$ cat config.mk
export PLATFORM = sky130hd
export DESIGN_NAME = regfile_mp
export DESIGN_NICKNAME = d
export VERILOG_FILES = /design/src/rtl/core_pkg.sv /design/src/rtl/regfile_sb.sv /design/src/rtl/regfile_mp.sv
export SDC_FILE = /design/constraint.sdc
export NUM_CORES = 2
export LEC_CHECK = 0
export BUFFER_PORTS_ARGS = -buffer_cell sky130_fd_sc_hd__buf_2
export CORE_MARGIN = 2
export CORE_UTILIZATION = 62
export DETAILED_ROUTE_END_ITERATION = 8
export GPL_TIMING_DRIVEN = 0
export PLACE_DENSITY = 0.79
export SYNTH_ARGS = -nofsm -noshare
export SYNTH_HDL_FRONTEND = slang
export SYNTH_HIERARCHICAL = 1
export SYNTH_SLANG_ARGS = --single-unit
$ cat constraint.sdc
create_clock -name clk -period 4.6 [get_ports clk]
set_input_delay 0.69 -clock clk [delete_from_list [all_inputs] [get_ports clk]]
set_output_delay 0.69 -clock clk [all_outputs]
set_load 0.05 [all_outputs]
$ cat src/rtl/core_pkg.sv
// core_pkg: shared register-file sizing constants for the core.
package core_pkg;
    localparam int XLEN     = 32;
    localparam int REG_NUM  = 32;
    localparam int REG_AW   = $clog2(REG_NUM);
    localparam int REG_ZERO = 0;
endpackage

$ cat src/rtl/regfile_sb.sv
// regfile_sb: per-register busy scoreboard, set at issue and cleared at writeback.
// o_busy_nxt exposes the post-update bits so the read path can bypass them.
import core_pkg::*;

module regfile_sb #(
    parameter int NREGS = REG_NUM,
    parameter int NWR   = 2,
    parameter int AW    = $clog2(NREGS)
) (
    input  logic              clk,
    input  logic              rst,
    input  logic              i_set_en,
    input  logic [AW-1:0]     i_set_addr,
    input  logic [NWR-1:0]    i_wr_en,
    input  logic [NWR*AW-1:0] i_wr_addr,
    output logic [NREGS-1:0]  o_busy_nxt,
    output logic [NREGS-1:0]  o_busy_vec
);
    logic [NREGS-1:0] r_busy;
    logic [NREGS-1:0] w_nxt;

    // Set is applied after the clears so the newer producer keeps ownership.
    always_comb begin
        w_nxt = r_busy;
        for (int k = 0; k < NWR; k++)
            if (i_wr_en[k]) w_nxt[i_wr_addr[k*AW +: AW]] = 1'b0;
        if (i_set_en) w_nxt[i_set_addr] = 1'b1;
        w_nxt[REG_ZERO] = 1'b0;
    end

    always_ff @(posedge clk)
        r_busy <= rst ? '0 : w_nxt;

    assign o_busy_nxt = w_nxt;
    assign o_busy_vec = r_busy;
endmodule

$ cat src/rtl/regfile_mp.sv
// regfile_mp: multi-port register file with x0 hard-wired to zero and a busy scoreboard.
// Define REGFILE_BYPASS_EN to forward same-cycle write data and busy clears to reads.
import core_pkg::*;

module regfile_mp #(
    parameter int XLEN  = core_pkg::XLEN,
    parameter int NREGS = REG_NUM,
    parameter int NRD   = 2,
    parameter int NWR   = 2,
    localparam int AW   = $clog2(NREGS)
) (
    input  logic                clk,
    input  logic                rst,
    input  logic [NWR-1:0]      wr_en,
    input  logic [NWR*AW-1:0]   wr_addr,
    input  logic [NWR*XLEN-1:0] wr_wdata,
    input  logic [NRD*AW-1:0]   rd_addr,
    input  logic                rd_hold,
    output logic [NRD*XLEN-1:0] rd_rdata,
    output logic [NRD-1:0]      rd_busy,
    input  logic                sb_set_en,
    input  logic [AW-1:0]       sb_set_addr,
    output logic [NREGS-1:0]    sb_busy_vec
);
`ifdef REGFILE_BYPASS_EN
    localparam bit BYPASS = 1'b1;
`else
    localparam bit BYPASS = 1'b0;
`endif

    logic [XLEN-1:0]  r_regs [NREGS];
    logic [XLEN-1:0]  r_rdata [NRD];
    logic [NRD-1:0]   r_rbusy;
    logic [XLEN-1:0]  w_rd [NRD];
    logic [NRD-1:0]   w_bz;
    logic [NREGS-1:0] w_busy_nxt;

    regfile_sb #(.NREGS(NREGS), .NWR(NWR), .AW(AW)) u_sb (
        .clk        (clk),
        .rst        (rst),
        .i_set_en   (sb_set_en),
        .i_set_addr (sb_set_addr),
        .i_wr_en    (wr_en),
        .i_wr_addr  (wr_addr),
        .o_busy_nxt (w_busy_nxt),
        .o_busy_vec (sb_busy_vec)
    );

    // Ascending port order makes the highest-index writer win on conflicts.
    always_ff @(posedge clk)
        if (rst)
            for (int i = 0; i < NREGS; i++) r_regs[i] <= '0;
        else
            for (int k = 0; k < NWR; k++)
                if (wr_en[k] && wr_addr[k*AW +: AW] != AW'(REG_ZERO))
                    r_regs[wr_addr[k*AW +: AW]] <= wr_wdata[k*XLEN +: XLEN];

    always_comb begin
        for (int j = 0; j < NRD; j++) begin
            w_rd[j] = r_regs[rd_addr[j*AW +: AW]];
            w_bz[j] = BYPASS ? w_busy_nxt[rd_addr[j*AW +: AW]] : sb_busy_vec[rd_addr[j*AW +: AW]];
            for (int k = 0; k < NWR; k++)
                if (BYPASS && wr_en[k] && wr_addr[k*AW +: AW] == rd_addr[j*AW +: AW])
                    w_rd[j] = wr_wdata[k*XLEN +: XLEN];
            if (rd_addr[j*AW +: AW] == AW'(REG_ZERO)) w_rd[j] = '0;
        end
    end

    always_ff @(posedge clk)
        if (rst) begin
            for (int j = 0; j < NRD; j++) r_rdata[j] <= '0;
            r_rbusy <= '0;
        end else if (!rd_hold) begin
            for (int j = 0; j < NRD; j++) r_rdata[j] <= w_rd[j];
            r_rbusy <= w_bz;
        end

    for (genvar j = 0; j < NRD; j++) begin : g_rd
        assign rd_rdata[j*XLEN +: XLEN] = r_rdata[j];
    end
    assign rd_busy = r_rbusy;
endmodule

# Word level (Yosys, flattened, before mapping)
# Memory sizes are Yosys's and may differ from the RTL's.
# Cells that the tools add are included.
[word_totals] regBits=33 mem_bits_rw=1088 out_inout_bits=98 wordCells=64 n_memories=2
[classes] magnitude_cmp=8 mux=34 n_bitwise=7 n_reduce_logical=11
[mem_list] memory="r_regs" depth=32 width=32 read_ports=2 rd_ports_with_merged_regs=0 wr=32 line_no="regfile_mp.sv:31" text="logic [XLEN-1:0] r_regs [NREGS];"
[mem_list] memory="r_rdata" depth=2 width=32 read_ports=2 rd_ports_with_merged_regs=0 wr=2 line_no="regfile_mp.sv:32" text="logic [XLEN-1:0] r_rdata [NRD];"
[ops] operator="32-bit 2-to-1 mux" count=9
[ops] operator="32-bit bitwise AND" count=2
[ops] operator="32-bit NOT" count=2
[ops] operator="32-bit OR reduction" count=2
[ops] operator="32-bit bitwise OR" count=1
[ops] operator="5-bit by 6-bit < comparator with 1-bit output (second input constant)" count=5
[ops] operator="1-bit 2-to-1 mux" count=18
[ops] operator="1-bit demux with 5-bit select" count=3
[ops] operator="5-bit by 1-bit greater-or-equal comparator with 1-bit output (second input constant)" count=3
[ops] operator="1-bit binary-select mux with 5-bit select" count=2
[ops] operator="5-bit logical NOT" count=2
[ops] operator="5-bit 2-to-1 mux" count=2
[ops] operator="5-bit nonzero test" count=2
[ops] operator="1-bit logical AND" count=5
[ops] operator="1-bit bitwise OR" count=2

# Longest topological paths before layout
[logic_depth] word_depth=11 ltp_mapped=8 ltp_nobuf=4

# Cells and area by module
# Netlist, hierarchy kept.
[by_module_without_submodules] module="regfile_mp" n_inst=1 cells_per_inst=3767 area_each_um2=60714.5 seq_area_each_um2=32711.4
[by_module_without_submodules] module="regfile_sb" n_inst=1 cells_per_inst=216 area_each_um2=1771.7 seq_area_each_um2=620.6

# Worst setup path after synthesis
# OpenSTA, ideal clock, no wires.
[synth_timing] path_type="input to register" startpoint="input port rst" endpoint="memory r_rdata[0][0] (enable)" setup_ps=433 arrival_ps=2938 setup_slack_ps=1229 stages=4 cell_sequence="buf_2 -> clkbuf_1 -> clkbuf_1 -> nand2b_1"
[synth_rtl] item="start: declaration" line_no="regfile_mp.sv:13" text="input logic rst,"
[synth_rtl] item="end: declaration" line_no="regfile_mp.sv:32"

==> flow_summary.yaml <==
status:
  status: "finished, violations left"
  violations: "max-capacitance violations, max-slew violations"
grt:
  grt_pass1_vias: 45200
  grt_pass1_wl_um: 323000
  antenna_found_initial: 15
  grt_max_degree: 45
  grt_usage_pct: 45.0
  gr-total-overflow: 0
timing:
  whs_ns: 0.331
  setup_viol: 0
  timing.fmax_mhz: 222
  relSlewSlack_pct: -7.07
  final_max_slew_viol_count: 32
  rsz0062_at_grt: "no"
  max_slew.worst_pin.slew_ns: 1.61
  setup_ws_ns: 0.0939
  fin_crit_sh_pct: 98.0
  period_needed_ns: 4.51
  fin_skew_ns: 0.0224
  hold_violations: 0
setup_path:
  cp-end-kind: "register"
  cp.arrival_ns: 4.84
  reg2reg_from: "r_regs[14][21]"
  cpMostUsedCell: "clkbuf_1"
  cp_slowest_cell: "clkbuf_1"
  rrSetupSlack_ns: 2.11
  r2r-end: "r_rdata[0][53]"
  path_buf_inv: 3
  worst-path-max-fanout: 10
  crit_required_ns: 4.93
  reg2reg_depth: 4
  worst_setup_path_start_kind: "input port"
  cp_cell_sequence: "clkbuf_1, clkbuf_1, clkbuf_1, mux2i_1, o22a_1, o221ai_1"
  critPathMaxStageDelay_ns: 1.23
  path_delay_family: "buffers and inverters"
  critPathKind: "input port to register"
hold_path:
  hold_path_depth: 2
  hold_start: "wr_wdata[31]"
  holdCritPathClass: "input port to register"
  hold_path_end: "r_regs[31][31]"
final_layout:
  final_nets: 4386
  fin_area_um2: 69200
  drive_gt1_share_pct: 26.2
  syn2layout_area_growth_pct: 11.1
  layout_commonest_cell: "edfxtp_1"
  layout_common_cells: "1088 x edfxtp_1, 994 x a22o_1, 526 x mux4_2, 402 x clkbuf_1, 338 x buf_2"
floorplan:
  initial_core_util_pct: 62.4
  io_pins: 193
  fp.dieW_um: 321
  rows: 116
  die_y_um: 321
  core-area_um2: 99900
  dieArea_um2: 103000
clock_tree:
  cts_max_path_buffers: 3
  clock_sinks: 1121
  post_cts.repair.setup_buffers: 0
  htree_levels: 3
  cts_tree: "yes"
  ctsResizeCount: 0
  clk_pin_slew_worst_paths_ns: 0.07
  cts_root_buffer: "clkbuf_16"
  hold_buffers: 0
  cts_made_buffers: 117
  insertion_delay_ns: 0.72
yosys:
  syn-cell-area_um2: 62300
  synth_cells: 3949
  syn_avg_cell_area_um2: 15.8
  yosysWarnings: 6
drt:
  via_count: 46800
  drtIter0Drc: 8643
  viasPerCell: 8.22
  drt_pre_antenna_iters: 8
  final_antenna_net_count: 0
  wl_per_cell_um: 41.0
  routed_wirelength_um: 233000
  drc: 0
placement:
  place.gp.congestion: 1.06
  numPortBuffers: 181
  dp.final_hpwl_um: 170000
  dp_slack_ns: 0.0407
  post_dp_cell_area_um2: 65200
power:
  p_leak_nw: 23.9
  p_int_mw: 18.8
  power_density_nw_per_um2: 370
  p_switching_mw: 6.75
  switching_share_pct: 26.4
  irDropWorstVdd_mv: 0.370
  power_frac_seq_pct: 47.7
  p_clk_share_pct: 39.0
  p_comb_share_pct: 13.3
job:
  maxCapViolations: 3
how the worst max path moves through the flow:
| stage | depth (start not counted) | end | from | slack (ns) |
|---|---|---|---|---|
| 2_1_floorplan | 4 | r_rdata[0][0] | rst | 1.23 |
| 3_3_place_gp | 4 | r_rdata[0][37] | rst | -0.35 |
| 3_5_place_dp | 6 | r_rdata[0][62] | rd_addr[8] | 0.04 |
| 4_1_cts | 6 | r_rdata[0][19] | rd_addr[3] | 0.77 |
| 5_1_grt | 6 | r_rdata[0][19] | rd_addr[3] | 0.33 |
| 6_report | 6 | r_rdata[0][19] | rd_addr[3] | 0.09 |
flip-flops by register name (all words and copies together) (netlist names):
| signal | cells |
|---|---|
| r_regs | 1024 |
| r_rdata | 64 |
| u_sb/o_busy_vec | 31 |
| rd_busy | 2 |
layout make-up:
type                    count  area [um2]
diodes                     13        32.5
plain buffers             596        2590
clock buffers             136        3070
clock inverters            75         863
fillers                  6665       30700
inverters                   4        15.0
multi-input cells        2259       26500
flip-flops and latches   1121       33300
well taps                1298        1620
repair buffers            192        1120
power groups by stage:
stage	clock network (mW)	logic [mW]	registers, mW
CTS	9.83	3.26	12.2
global placement	0	3.17	12.3
finish	9.98	3.41	12.2
global route	10.2	3.43	12.2
detailed placement	0	3.25	12.4
floorplan	0	1.91	12.4
worst reg2reg max path: cells and delay by family (launching register included):
family	cells	cell delay (ns)
AO/OA/AOI/OAI	2	0.90
multiplexers	2	0.70
flip-flops	1	0.51
layer usage:
layer  track usage (%)  wire [um]  vias to the layer above
met1              54.6      71800                    23200
met3              15.2      35300                     1169
li1                  -          -                    17700
met5                 0         79                        -
met2              64.8      99900                     4708
met4              39.1      26200                       12
stage by stage:
| stage | TNS [ns] | power (mW) | util (%) | std cells |
|---|---|---|---|---|
| detailed placement | 0 | 15.6 | 65.3 | 5469 |
| floorplan | 0 | 14.3 | - | 3980 |
| global route | 0 | 25.9 | 69.2 | 5682 |
| CTS | 0 | 25.3 | 69.2 | 5680 |
| global placement | -20.61 | 15.5 | 65.0 | 5459 |
| finish | 0 | 25.6 | 69.3 | 5694 |
Note: power is estimated with default switching activity, not from simulation.
